==> src/rtl/vote_pkg.sv <==
// Shared types and sizes for the voting session controller and its decoder.
package vote_pkg;

   localparam int N_VOTERS = 3;
   localparam int CNT_W    = 2;
   localparam int ONEHOT_W = 5;
   localparam int WORD_W   = 4;

   typedef enum logic [2:0] {
      S_IDLE,
      S_COLLECT,
      S_SETTLE,
      S_SAMPLE,
      S_REPORT
   } vote_state_t;

endpackage

==> src/rtl/vote_session_ctrl_if.sv <==
// Voter, counter and result signals of one voting session.
// slave: the session controller. master: whoever drives it (front-ends/bench).
interface vote_session_ctrl_if;
   import vote_pkg::*;

   logic                start_i;
   logic [N_VOTERS-1:0] vote_valid_i;
   logic [N_VOTERS-1:0] vote_yes_i;
   logic [N_VOTERS-1:0] vote_ack_o;
   logic                busy_o;
   logic [WORD_W-1:0]   tally_word_o;
   logic [ONEHOT_W-1:0] tally_onehot_i;
   logic                result_valid_o;
   logic                result_ready_i;
   logic [CNT_W-1:0]    yes_count_o;
   logic                majority_o;
   logic                timed_out_o;
   logic [N_VOTERS-1:0] abstain_o;
   logic                tally_err_o;

   modport slave (
      input  start_i, vote_valid_i, vote_yes_i, tally_onehot_i, result_ready_i,
      output vote_ack_o, busy_o, tally_word_o, result_valid_o, yes_count_o,
             majority_o, timed_out_o, abstain_o, tally_err_o
   );

   modport master (
      output start_i, vote_valid_i, vote_yes_i, tally_onehot_i, result_ready_i,
      input  vote_ack_o, busy_o, tally_word_o, result_valid_o, yes_count_o,
             majority_o, timed_out_o, abstain_o, tally_err_o
   );

endinterface

==> src/rtl/vote_tally_decode.sv <==
// Turns the vote counter's one-hot tally into a binary yes-count.
// Anything other than exactly one of bits 0..3 is flagged and reads as 0.
module vote_tally_decode
   import vote_pkg::*;
(
   input  logic [ONEHOT_W-1:0] onehot_i,
   output logic [CNT_W-1:0]    count_o,
   output logic                err_o
);

   // One-hot to binary; bit4 (four yes votes) cannot occur with three voters.
   always_comb begin
      count_o = '0;
      err_o   = 1'b0;
      case (onehot_i)
         5'b00001: count_o = 2'd0;
         5'b00010: count_o = 2'd1;
         5'b00100: count_o = 2'd2;
         5'b01000: count_o = 2'd3;
         default:  err_o   = 1'b1;
      endcase
   end

endmodule

==> src/rtl/vote_session_ctrl.sv <==
// Runs one three-voter ballot: collect with timeout, let the external counter
// settle on the latched ballot word, sample its tally, hold the result until taken.
module vote_session_ctrl
   import vote_pkg::*;
#(
   parameter int TIMEOUT_CYCLES = 16,
   parameter int TMR_W          = 8
)(
   input  logic               clk,
   input  logic               rst,
   vote_session_ctrl_if.slave bus
);

   localparam logic [TMR_W-1:0]    TMR_INIT  = TMR_W'(TIMEOUT_CYCLES - 1);
   localparam logic [N_VOTERS-1:0] ALL_VOTED = '1;

   vote_state_t         state_q, state_d;
   logic [N_VOTERS-1:0] ballot_q, ballot_d;
   logic [N_VOTERS-1:0] voted_q, voted_d;
   logic [TMR_W-1:0]    timer_q, timer_d;
   logic [N_VOTERS-1:0] ack_q, ack_d;
   logic                timed_out_q, timed_out_d;
   logic [N_VOTERS-1:0] abstain_q, abstain_d;
   logic [CNT_W-1:0]    yes_count_q, yes_count_d;
   logic                majority_q, majority_d;
   logic                tally_err_q, tally_err_d;

   logic [N_VOTERS-1:0] accept;
   logic [N_VOTERS-1:0] voted_nxt;
   logic [CNT_W-1:0]    dec_count;
   logic                dec_err;

   vote_tally_decode u_decode (
      .onehot_i (bus.tally_onehot_i),
      .count_o  (dec_count),
      .err_o    (dec_err)
   );

   // Next-state and datapath updates for the session sequence.
   always_comb begin
      state_d     = state_q;
      ballot_d    = ballot_q;
      voted_d     = voted_q;
      timer_d     = timer_q;
      ack_d       = '0;
      timed_out_d = timed_out_q;
      abstain_d   = abstain_q;
      yes_count_d = yes_count_q;
      majority_d  = majority_q;
      tally_err_d = tally_err_q;
      accept      = '0;
      voted_nxt   = voted_q;

      case (state_q)
         S_IDLE: begin
            if (bus.start_i) begin
               state_d     = S_COLLECT;
               ballot_d    = '0;
               voted_d     = '0;
               timer_d     = TMR_INIT;
               timed_out_d = 1'b0;
               abstain_d   = '0;
               yes_count_d = '0;
               majority_d  = 1'b0;
               tally_err_d = 1'b0;
            end
         end

         S_COLLECT: begin
            // First strobe per voter wins; repeats are dropped silently.
            accept    = bus.vote_valid_i & ~voted_q;
            voted_nxt = voted_q | accept;
            ballot_d  = (ballot_q & ~accept) | (bus.vote_yes_i & accept);
            voted_d   = voted_nxt;
            ack_d     = accept;
            if (voted_nxt == ALL_VOTED || timer_q == '0) begin
               // A ballot landing on the last timer cycle still counts, so
               // the exit decision uses the post-update mask.
               state_d     = S_SETTLE;
               abstain_d   = ~voted_nxt;
               timed_out_d = (voted_nxt != ALL_VOTED);
            end else begin
               timer_d = timer_q - 1'b1;
            end
         end

         // The counter has had a cycle on the final ballot word; one more
         // before sampling keeps its path off the critical edge.
         S_SETTLE: state_d = S_SAMPLE;

         S_SAMPLE: begin
            yes_count_d = dec_count;
            majority_d  = (dec_count >= 2'd2);
            tally_err_d = dec_err;
            state_d     = S_REPORT;
         end

         S_REPORT: begin
            if (bus.result_ready_i) state_d = S_IDLE;
         end

         default: state_d = S_IDLE;
      endcase
   end

   // State and result registers; reset abandons any session in flight.
   always_ff @(posedge clk or posedge rst) begin
      if (rst) begin
         state_q     <= S_IDLE;
         ballot_q    <= '0;
         voted_q     <= '0;
         timer_q     <= '0;
         ack_q       <= '0;
         timed_out_q <= 1'b0;
         abstain_q   <= '0;
         yes_count_q <= '0;
         majority_q  <= 1'b0;
         tally_err_q <= 1'b0;
      end else begin
         state_q     <= state_d;
         ballot_q    <= ballot_d;
         voted_q     <= voted_d;
         timer_q     <= timer_d;
         ack_q       <= ack_d;
         timed_out_q <= timed_out_d;
         abstain_q   <= abstain_d;
         yes_count_q <= yes_count_d;
         majority_q  <= majority_d;
         tally_err_q <= tally_err_d;
      end
   end

   assign bus.vote_ack_o     = ack_q;
   assign bus.busy_o         = (state_q != S_IDLE);
   assign bus.tally_word_o   = {1'b0, ballot_q};
   assign bus.result_valid_o = (state_q == S_REPORT);
   assign bus.yes_count_o    = yes_count_q;
   assign bus.majority_o     = majority_q;
   assign bus.timed_out_o    = timed_out_q;
   assign bus.abstain_o      = abstain_q;
   assign bus.tally_err_o    = tally_err_q;

endmodule

==> src/flat_wrapper.sv <==
// flat-port wrapper written by rule: the top's interface ports become plain ports
module vote_session_ctrl_flat import vote_pkg::*;
#(
   parameter int TIMEOUT_CYCLES = 16,
   parameter int TMR_W          = 8
)
  (clk, rst, bus_start_i, bus_vote_valid_i, bus_vote_yes_i, bus_tally_onehot_i, bus_result_ready_i, bus_vote_ack_o, bus_busy_o, bus_tally_word_o, bus_result_valid_o, bus_yes_count_o, bus_majority_o, bus_timed_out_o, bus_abstain_o, bus_tally_err_o);
  vote_session_ctrl_if bus_i ();
  input  logic clk;
  input  logic rst;
  input wire logic [$bits(bus_i.start_i)-1:0] bus_start_i;
  input wire logic [$bits(bus_i.vote_valid_i)-1:0] bus_vote_valid_i;
  input wire logic [$bits(bus_i.vote_yes_i)-1:0] bus_vote_yes_i;
  input wire logic [$bits(bus_i.tally_onehot_i)-1:0] bus_tally_onehot_i;
  input wire logic [$bits(bus_i.result_ready_i)-1:0] bus_result_ready_i;
  output wire logic [$bits(bus_i.vote_ack_o)-1:0] bus_vote_ack_o;
  output wire logic [$bits(bus_i.busy_o)-1:0] bus_busy_o;
  output wire logic [$bits(bus_i.tally_word_o)-1:0] bus_tally_word_o;
  output wire logic [$bits(bus_i.result_valid_o)-1:0] bus_result_valid_o;
  output wire logic [$bits(bus_i.yes_count_o)-1:0] bus_yes_count_o;
  output wire logic [$bits(bus_i.majority_o)-1:0] bus_majority_o;
  output wire logic [$bits(bus_i.timed_out_o)-1:0] bus_timed_out_o;
  output wire logic [$bits(bus_i.abstain_o)-1:0] bus_abstain_o;
  output wire logic [$bits(bus_i.tally_err_o)-1:0] bus_tally_err_o;
  assign bus_i.start_i = bus_start_i;
  assign bus_i.vote_valid_i = bus_vote_valid_i;
  assign bus_i.vote_yes_i = bus_vote_yes_i;
  assign bus_i.tally_onehot_i = bus_tally_onehot_i;
  assign bus_i.result_ready_i = bus_result_ready_i;
  assign bus_vote_ack_o = bus_i.vote_ack_o;
  assign bus_busy_o = bus_i.busy_o;
  assign bus_tally_word_o = bus_i.tally_word_o;
  assign bus_result_valid_o = bus_i.result_valid_o;
  assign bus_yes_count_o = bus_i.yes_count_o;
  assign bus_majority_o = bus_i.majority_o;
  assign bus_timed_out_o = bus_i.timed_out_o;
  assign bus_abstain_o = bus_i.abstain_o;
  assign bus_tally_err_o = bus_i.tally_err_o;
  vote_session_ctrl #(.TIMEOUT_CYCLES(TIMEOUT_CYCLES), .TMR_W(TMR_W)) u_core (.clk(clk), .rst(rst), .bus(bus_i));
endmodule
==> config.mk <==
export PLATFORM = sky130hd
export DESIGN_NAME = vote_session_ctrl_flat
export DESIGN_NICKNAME = d
export VERILOG_FILES = /design/src/rtl/vote_pkg.sv /design/src/rtl/vote_session_ctrl_if.sv /design/src/rtl/vote_tally_decode.sv /design/src/rtl/vote_session_ctrl.sv /design/src/flat_wrapper.sv
export SDC_FILE = /design/constraint.sdc
export NUM_CORES = 1
export LEC_CHECK = 0
export BUFFER_PORTS_ARGS = -buffer_cell sky130_fd_sc_hd__buf_2
export CAP_MARGIN = 5
export CORE_MARGIN = 1.5
export CORE_UTILIZATION = 50
export CTS_BUF_LIST = sky130_fd_sc_hd__clkbuf_8
export DETAILED_ROUTE_END_ITERATION = 8
export PLACE_DENSITY = 0.88
export SLEW_MARGIN = 20
export SYNTH_ARGS = -nofsm -noshare
export SYNTH_HDL_FRONTEND = slang
export SYNTH_SLANG_ARGS = --single-unit
==> constraint.sdc <==
create_clock -name clk -period 2.2 [get_ports clk]
set_clock_uncertainty 0.15 [all_clocks]
set_input_delay 0.22 -clock clk [delete_from_list [all_inputs] [get_ports clk]]
set_output_delay 0.22 -clock clk [all_outputs]
set_load 0.005 [all_outputs]
**Word level (Yosys, flattened, before mapping)**

Index checks and enable logic that the tools add are counted.

- Muxes and demuxes: 22
- Equal/unequal tests: 14
- Add/sub/neg operators: 1
- Multiply operators: 0
- Div/mod/pow operators: 0
- Bitwise operators: 8
- $lt $le $gt $ge: 1
- Reductions and logical operators: 12
- Shifts and indexed selects: 0

Operators by type and width:

| operator | number |
|---|---|
| 3-bit two-way mux | 6 |
| 3-bit case mux with 2 select lines | 3 |
| 8-bit two-way mux | 2 |
| 8-bit case mux with 2 select lines | 1 |
| 3-bit case mux with 5 select lines | 1 |
| 3-bit bitwise AND | 3 |
| 3-bit inverter | 3 |
| 3-bit AND reduction | 3 |
| 8-bit zero test | 1 |
| 8-bit by 1-bit subtractor with 8-bit output (second input constant) | 1 |
| 3-bit by 2-bit equality test with 1-bit output (second input constant) | 2 |
| 3-bit equality test (second input constant) | 2 |
| 2-bit != test (second input constant) | 3 |
| 3-bit OR | 2 |
| 1-bit case mux with 2 select lines | 3 |
| 2-bit case mux with 3 select lines | 1 |
| 5-bit by 1-bit equality test with 1-bit output (second input constant) | 1 |
| 5-bit by 2-bit equality test with 1-bit output (second input constant) | 1 |
| 5-bit by 3-bit equality test with 1-bit output (second input constant) | 1 |
| 5-bit by 4-bit equality test with 1-bit output (second input constant) | 1 |
| 2-bit case mux with 2 select lines | 1 |
| 2-bit AND reduction | 2 |
| 2-bit nonzero test | 2 |
| 4-bit OR reduction | 1 |
| 9 further kinds | 11 |

- Bits of input ports: 15
- Bits in latches: 0
- Output and inout bits: 17
- Bits in read-only memories: 0
- Register bits after elaboration: 28
- Memories kept: 0
- Logic and storage cells: 68
- Memory bits (writable): 0

**Depth between registers and ports, before layout**

Gate-level depths: netlist of run 1.

- Word-level depth: 7
- Depth in mapped cells: 7
- Depth with buffers taken out: 6

**Modules after synthesis**

A second synthesis of run 1 with hierarchy kept.

- Cell total of the unflattened synthesis: 158
- Area total of the unflattened synthesis: 1480.2 um^2

Modules (own cells, without submodules):

| module | seq. area each (um^2) | cells an instance | area an instance (um^2) | times used |
|---|---|---|---|---|
| vote_session_ctrl | 700.7 | 149 | 1410.1 | 1 |
| vote_tally_decode | 0.0 | 9 | 70.1 | 1 |

**Worst setup path after synthesis of run 1**

No wires, ideal clock.

- Path kind: register to register
- From: reg u_core.state_q[2]
- To: reg u_core.timer_q[3]
- Clock period less this slack: 2.071 ns
- Required time: 1.981 ns
- Cell stages (with the launch flop): 7
- Buffers on the path: 2
- Setup time: 0.069 ns
- Slack: 0.129 ns
- Arrival time: 1.852 ns
- Path through: dfrtp_1 > buf_6 > or3b_1 > buf_6 > or4_4 > or4_1 > nand3_1

- Cells in the longest elaborated chain, start to end: 3
- Elaborated cells on any way between the ends: 7
- Classes of those cells: eq/ne (3); mux (1); reduce/logical (3)

Ends and longest elaborated chain:

| item | line | source |
|---|---|---|
| start, declared | vote_session_ctrl.sv:17 | `vote_state_t state_q, state_d;` |
| start signal, assigned | vote_session_ctrl.sv:120 | `state_q <= state_d;` |
| 3-bit by 1-bit equality test with 1-bit output / 3-bit zero test (equally long branches) | vote_session_ctrl.sv:54 | `case (state_q)` |
| 2-bit != test (no source line) / 2-bit nonzero test (equally long branches) | - |  |
| 3-bit AND reduction (no source line) | - |  |
| end signal, assigned | vote_session_ctrl.sv:123 | `timer_q <= timer_d;` |
| end, declared | vote_session_ctrl.sv:20 | `logic [TMR_W-1:0] timer_q, timer_d;` |

Parallel ways exist; a longest one is shown, timed or not.
A chain may end at the register's enable or synchronous reset.

**Final worst setup path of run 1**

- From: reg u_core.timer_q[0]
- To: reg u_core.timer_q[0]

- Cells in the longest elaborated chain, start to end: 4
- Elaborated cells on any way between the ends: 7
- Classes of those cells: add/sub (1); eq/ne (1); mux (2); reduce/logical (3)

Ends and longest elaborated chain:

| item |
|---|
| parallel branches: the longest is 4 deep, another holds 8-bit by 1-bit subtractor with 8-bit output |

Several ways; the timed one is not identified. The select of a mux whose other input is x is not followed.

==> impl_metrics.ini, run 1 <==
[outcome]
run_status = finished with violations
failed_checks = negative hold slack

[cells_and_area]
design.final.nets = 193
syn_to_final_growth_pct = 17.7
instances_no_fill = 205
most_common_library_cell_in_the_layout_ignoring_fill_and_taps = buf_2
post_route_cells_drive_above_1_share = 0.291
layout_common_cells = buf_2, dfrtp_1, nand2_1, nor2_1, o21ai_0
antenna-diode-count = 0

[synthesis]
synthFlopType = dfrtp_1
avgSynthCellArea_sq_um = 9.96
synth_edf_count = 0
yosysSeqAreaShare = 0.484
async_flop_share = 1.00
syn-instance-count = 140
synth_nets = 157
synth_warnings = 0
yosys_register_bits = 27
combined_area_of_all_synthesized_cells_sq_um = 1400
yosysUniqueCellTypes = 41

[die]
dieWidth_um = 55.8
design.core.area_sq_um = 2570
num_rows = 18
die-area_sq_um = 3120
boundaryPins = 32
fp.dieH_um = 55.8
initial_utilization = 0.543

[timing]
setup_tns_ns = 0
max_freq_mhz = 491
final_max_slew_viol_count = 0
worst_hold_slack_ns = -0.00129
worst_slack_ns = 0.165
report.final.setup_viol = 0
final.min_clock_period_ns = 2.03
final-hold-violation-count = 1
period_share = 0.925
timing_worst_slew_pin_value_ns = 0.632
timing.max_slew.rel_slack = 0.575
grt_setup_unrepaired = no

[detailed_routing]
detail_route.wirelength_mm = 3.00
total_vias_in_the_final_route = 1197
drt_pass1_iterations = 5
post-route-drc-count = 0
post_detailed_route_via_to_cell_ratio = 5.84
route.detailed.wl_per_inst_um = 14.6
drt_first_iter_violations = 39
postRouteAntennaNets = 0

[worst_setup_path]
critPathArrivalTime_ns = 2.06
critical_path_buf_inv_count = 1
critical_path.startpoint_type = flop
timing.critical_path.to_type = flop
path_class = flop to flop
critPathSlowestCell = or3_2
startpoint = u_core.timer_q[0]$_DFFE_PP0P_
worstPathRequired_ns = 2.23
worstPathMaxFanout = 13
worst_path_dominant_cell_family = simple AND/OR/NAND/NOR gates
critical_path.reg2reg.startpoint = u_core.timer_q[0]$_DFFE_PP0P_
worstPathCellList = inv_1, ha_1, nor3b_1, and2_4, or3_2, a22o_1
worst_path_largest_cell_delay_ns = 0.48

[grt]
grt_start_max_net_pins = 28
antenna_found_initial = 0
congestion_overflow_gr = 0
grt_pass1_vias = 1162
globalRouteTotalUtil = 0.206
grt_pass1_wl_mm = 5.07

[cts]
cts_buffers = 3
cts_tree = yes
clock_sink_count = 27
clock_latency_ns = 0.28
htree_num_levels = 1
max-clock-path-buffers = 2
clockRootBuffer = clkbuf_8
path_clk_slew_ns = 0.09

[pwr]
totalPowerFinal_uw = 1840
leakage_power_of_the_design_uw = 0.000790
power_density_nw_per_um2 = 1120
worst_ir_drop_vdd_v = 0.000665

[place]
dp_cells = 200
detailedPlace.worstSlack_ns = 0.119
hpwl_mm = 2.28
numPortBuffers = 30
final_weighted_congestion_in_routability_driven_placement = 0.898

[hold_path]
holdCritStartpoint = bus_vote_yes_i[1]
holdCritPathClass = input pin to flop

[job]
drv.max_cap_violation_count = 0
## per-layer routing
metal,up-vias,GRT usage,part of all wire
li1,572,-,-
met2,41,0.340,0.50
met4,0,0.102,0.021
met1,577,0.266,0.42
met3,7,0.0279,0.051
met5,-,0,0
## power by group
group          total (uW)  switching, uW  internal (uW)
registers             726           97.4            628
logic                 824            460            365
clock network         289            160            129
## final cells by class
cell class / count / area (sq um)
Sequential cell: 27 / 676
Timing Repair Buffer: 40 / 228
Inverter: 4 / 15.0
Clock buffer: 3 / 41.3
Multi-Input combinational cell: 100 / 637
Clock inverter: 1 / 7.51
Fill cell: 219 / 926
Tap cell: 30 / 37.5
## cells by family (layout without fill, tap and decap cells)
| family | after synthesis | after routing | synth area share |
|---|---|---|---|
| xor+xnor | 2 | 2 | 0.0126 |
| fa+ha+maj | 2 | 2 | 0.0179 |
| flops | 27 | 27 | 0.484 |
| compound gates | 30 | 30 | 0.135 |
| other cells | 1 | 1 | 0.00269 |
| buf+inv | 13 | 48 | 0.0601 |
| simple gates | 61 | 61 | 0.259 |
| mux | 4 | 4 | 0.0287 |
## flip-flops by register name, summed over array words and instances (netlist names)
| register | flops |
|---|---|
| u_core.ballot_q | 3 |
| u_core.bus.yes_count_o | 2 |
| u_core.timer_q | 8 |
| u_core.state_q | 3 |
| u_core.bus.vote_ack_o | 3 |
| u_core.bus.tally_err_o | 1 |
| u_core.bus.abstain_o | 3 |
| u_core.bus.timed_out_o | 1 |
| u_core.voted_q | 3 |
## timing repair
| item | CTS | global route |
|---|---|---|
| resized for setup | 0 | 1 |
| setup endpoints to repair | 0 | 1 |
| endpoints found under the hold margin | 27 | 0 |
| hold buffers | 1 | 0 |
| setup buffers | 0 | 0 |
## worst paths after layout
| path | cells past startpoint | to | slack, ns |
|---|---|---|---|
| max | 6 | u_core.timer_q[0]$_DFFE_PP0P_ | 0.17 |
| min | 3 | u_core.ballot_q[1]$_DFFE_PP0P_ | -0.001 |
| max reg2reg | 6 | u_core.timer_q[0]$_DFFE_PP0P_ | 0.17 |
| min reg2reg | 1 | u_core.bus.vote_ack_o[2]$_DFF_PP0_ | 0.34 |
| max in group asynchronous | 4 | u_core.timer_q[6]$_DFFE_PP0P_ | 1.27 |
| min in group asynchronous | 4 | u_core.bus.yes_count_o[0]$_DFFE_PP0P_ | 0.38 |
## through the flow
stage | area [sq um] | util
after floorplan | 1400 | -
after global routing | 1640 | 0.639
after CTS | 1640 | 0.639
final | 1640 | 0.639
after detailed placement | 1580 | 0.616
after global placement | 1580 | 0.616
## tightest hold or removal path: stages
cell and delay (ns):
buf_2 0.07, nand2_1 0.03, o21ai_0 0.06
## cells in the mapped netlist (3+ instances only)
library cell | count | share of area
nand2b_1 | 3 | 0.013
nand3_1 | 3 | 0.011
nor3_1 | 5 | 0.018
mux2i_1 | 4 | 0.029
a22o_1 | 5 | 0.031
o21ai_0 | 11 | 0.039
dfrtp_1 | 27 | 0.48
nor2_1 | 12 | 0.032
inv_1 | 4 | 0.011
a21oi_1 | 7 | 0.025
nor3b_1 | 5 | 0.027
o31ai_1 | 4 | 0.022
or4_1 | 3 | 0.016
nand2_1 | 12 | 0.032
No activity file was read; power rests on OpenSTA's default activity.
==> run 2, diff against run 1 <==
Settings changed: CORE_ASPECT_RATIO set to 2, SLEW_MARGIN 20 to not set.
==> run 2 against run 1 <==
  * The flow now finishes without violations
  * Critical path type unchanged
  * Clock-buffer cell count unchanged
  * Wire length increased by 5.7%
  * Sequential share of layout area increased by 0.16 points
  * Maximum frequency decreased by 3.8%
  * Critical path depth unchanged
  * Sequential power increased by 2%
==> impl_metrics.ini, run 2 (synthesis gave the netlist of run 1 again) <==
[cts]
max-clock-path-buffers = 2
cts_tree = yes
htree_num_levels = 1
post_cts_resized = 0
clock_latency_ns = 0.27
path_clk_slew_ns = 0.09
clock_sink_count = 27
clockRootBuffer = clkbuf_8
cts_buffers = 3

[pwr]
worst_ir_drop_vdd_v = 0.000664
total_switching_power_uw = 710
pwr-share-clk = 0.148
sequentialPowerShare = 0.406
leakage_power_of_the_design_uw = 0.000794
power.share.switching = 0.388
internal_power_uw = 1120
comb_power_share = 0.446
power_density_nw_per_um2 = 1120

[cells_and_area]
antenna-diode-count = 0
design.final.nets = 193
layout_common_cells = buf_2, dfrtp_1, nand2_1, nor2_1, o21ai_0
register_area_sq_um = 676
n_fill_cell = 227
post_route_cells_drive_above_1_share = 0.286
most_common_library_cell_in_the_layout_ignoring_fill_and_taps = buf_2
syn_to_final_growth_pct = 17.2
max_flop_register = u_core.timer_q
largest_register_ffs = 8
multi_input_comb_area_sq_um = 636

[grt]
globalRouteTotalUtil = 0.237
grt_pass1_wl_mm = 5.29
grt_start_max_net_pins = 28
congestion_overflow_gr = 0
grt_pass1_vias = 1210
antenna_found_initial = 0

[timing]
grt_setup_unrepaired = no
final-hold-violation-count = 0
max_freq_mhz = 473
timing_worst_slew_pin_value_ns = 0.549
timing.max_slew.rel_slack = 0.631
final_max_slew_viol_count = 0
period_share = 0.961
setup_tns_ns = 0
final.min_clock_period_ns = 2.11
worst_hold_slack_ns = 0.00188
report.final.setup_viol = 0

[place]
numPortBuffers = 30
final_weighted_congestion_in_routability_driven_placement = 0.807
hpwl_mm = 2.39

[die]
boundaryPins = 32
dieWidth_um = 40.4
num_rows = 27
initial_utilization = 0.516
fp.dieH_um = 77.7
design.core.area_sq_um = 2700
die-area_sq_um = 3140

[detailed_routing]
postRouteAntennaNets = 0
total_vias_in_the_final_route = 1215
wl_met2_mm = 1.78
detail_route.wirelength_mm = 3.17
dr.max_layer_used = met4
post_detailed_route_via_to_cell_ratio = 5.96
met1Wirelength_mm = 1.06
drt_pass1_iterations = 4
detailroute.wirelength.met3_um = 176
drt_first_iter_violations = 35
route.detailed.wl_per_inst_um = 15.5
post-route-drc-count = 0

[worst_setup_path]
worst-r2r-cell-count = 6
critPathArrivalTime_ns = 2.13
timing.critical_path.to_type = flop
worstPathMaxFanout = 13
worstPathRequired_ns = 2.21
path_class = flop to flop
critical_path.startpoint_type = flop

[job]
drv.max_cap_violation_count = 0

[hold_path]
min_path_cells = 3
holdCritPathClass = input pin to flop

[outcome]
run_status = completed
run 2: cell types whose count changed in the layout (fill, tap and decap cells not counted), sizes merged:
cell and change:
inv +1, clkinvlp -1
run 2: per-layer routing:
layer  vias to the layer above  global-route usage
met3                        16              0.0314
met1                       580               0.243
met5                         -                   0
met4                         0               0.130
met2                        55               0.414
li1                        564                   -
run 2: power groups by stage:
| stage | Sequential (uW) | Clock, uW | Combinational (uW) |
|---|---|---|---|
| after global routing | 766 | 301 | 917 |
| after CTS | 745 | 277 | 799 |
| after global placement | 741 | 0 | 746 |
| after detailed placement | 752 | 0 | 795 |
| after floorplan | 715 | 0 | 565 |
| final | 744 | 271 | 816 |
run 2: critical path, stage by stage, from the launching register on:
cell,delay (ns)
dfrtp_1,0.40
inv_1,0.10
ha_1,0.20
nor3b_1,0.14
and2_2,0.28
or3_2,0.50
a22o_1,0.25
run 2: cell type report:
type / instances / area share
Multi-Input combinational cell: 100 / 0.389
Inverter: 4 / 0.00918
Timing Repair Buffer: 40 / 0.139
Clock inverter: 1 / 0.00230
Tap cell: 29 / 0.0222
Sequential cell: 27 / 0.413
Clock buffer: 3 / 0.0252
run 2: path summary, 6_finish.rpt:
check	slack, ns	start	endpoint
max in group asynchronous	1.26	rst	u_core.bus.tally_err_o$_DFFE_PP0P_
max reg2reg	0.09	u_core.timer_q[0]$_DFFE_PP0P_	u_core.timer_q[0]$_DFFE_PP0P_
min reg2reg	0.35	u_core.voted_q[1]$_DFFE_PP0P_	u_core.bus.vote_ack_o[1]$_DFF_PP0_
max	0.09	u_core.timer_q[0]$_DFFE_PP0P_	u_core.timer_q[0]$_DFFE_PP0P_
min	0.002	bus_vote_yes_i[1]	u_core.ballot_q[1]$_DFFE_PP0P_
min in group asynchronous	0.39	rst	u_core.bus.vote_ack_o[0]$_DFF_PP0_
run 2: what timing repair did:
| action | in CTS | in global routing |
|---|---|---|
| setup buffers | 0 | 1 |
| hold buffers | 1 | 0 |
| hold endpoints to repair | 27 | 0 |
| endpoints found under the setup margin | 0 | 1 |
run 2: stage by stage:
step / utilization / setup slack [ns] / power (uW) / cells / cell area (sq um)
CTS: 0.602 / 0.0666 / 1820 / 203 / 1630
finish: 0.605 / 0.0852 / 1830 / 204 / 1640
detailed placement: 0.582 / 0.0890 / 1550 / 198 / 1570
floorplan: - / 0.129 / 1280 / 140 / 1400
global route: 0.605 / 0.0285 / 1980 / 204 / 1640
global placement: 0.582 / 0.166 / 1490 / 198 / 1570
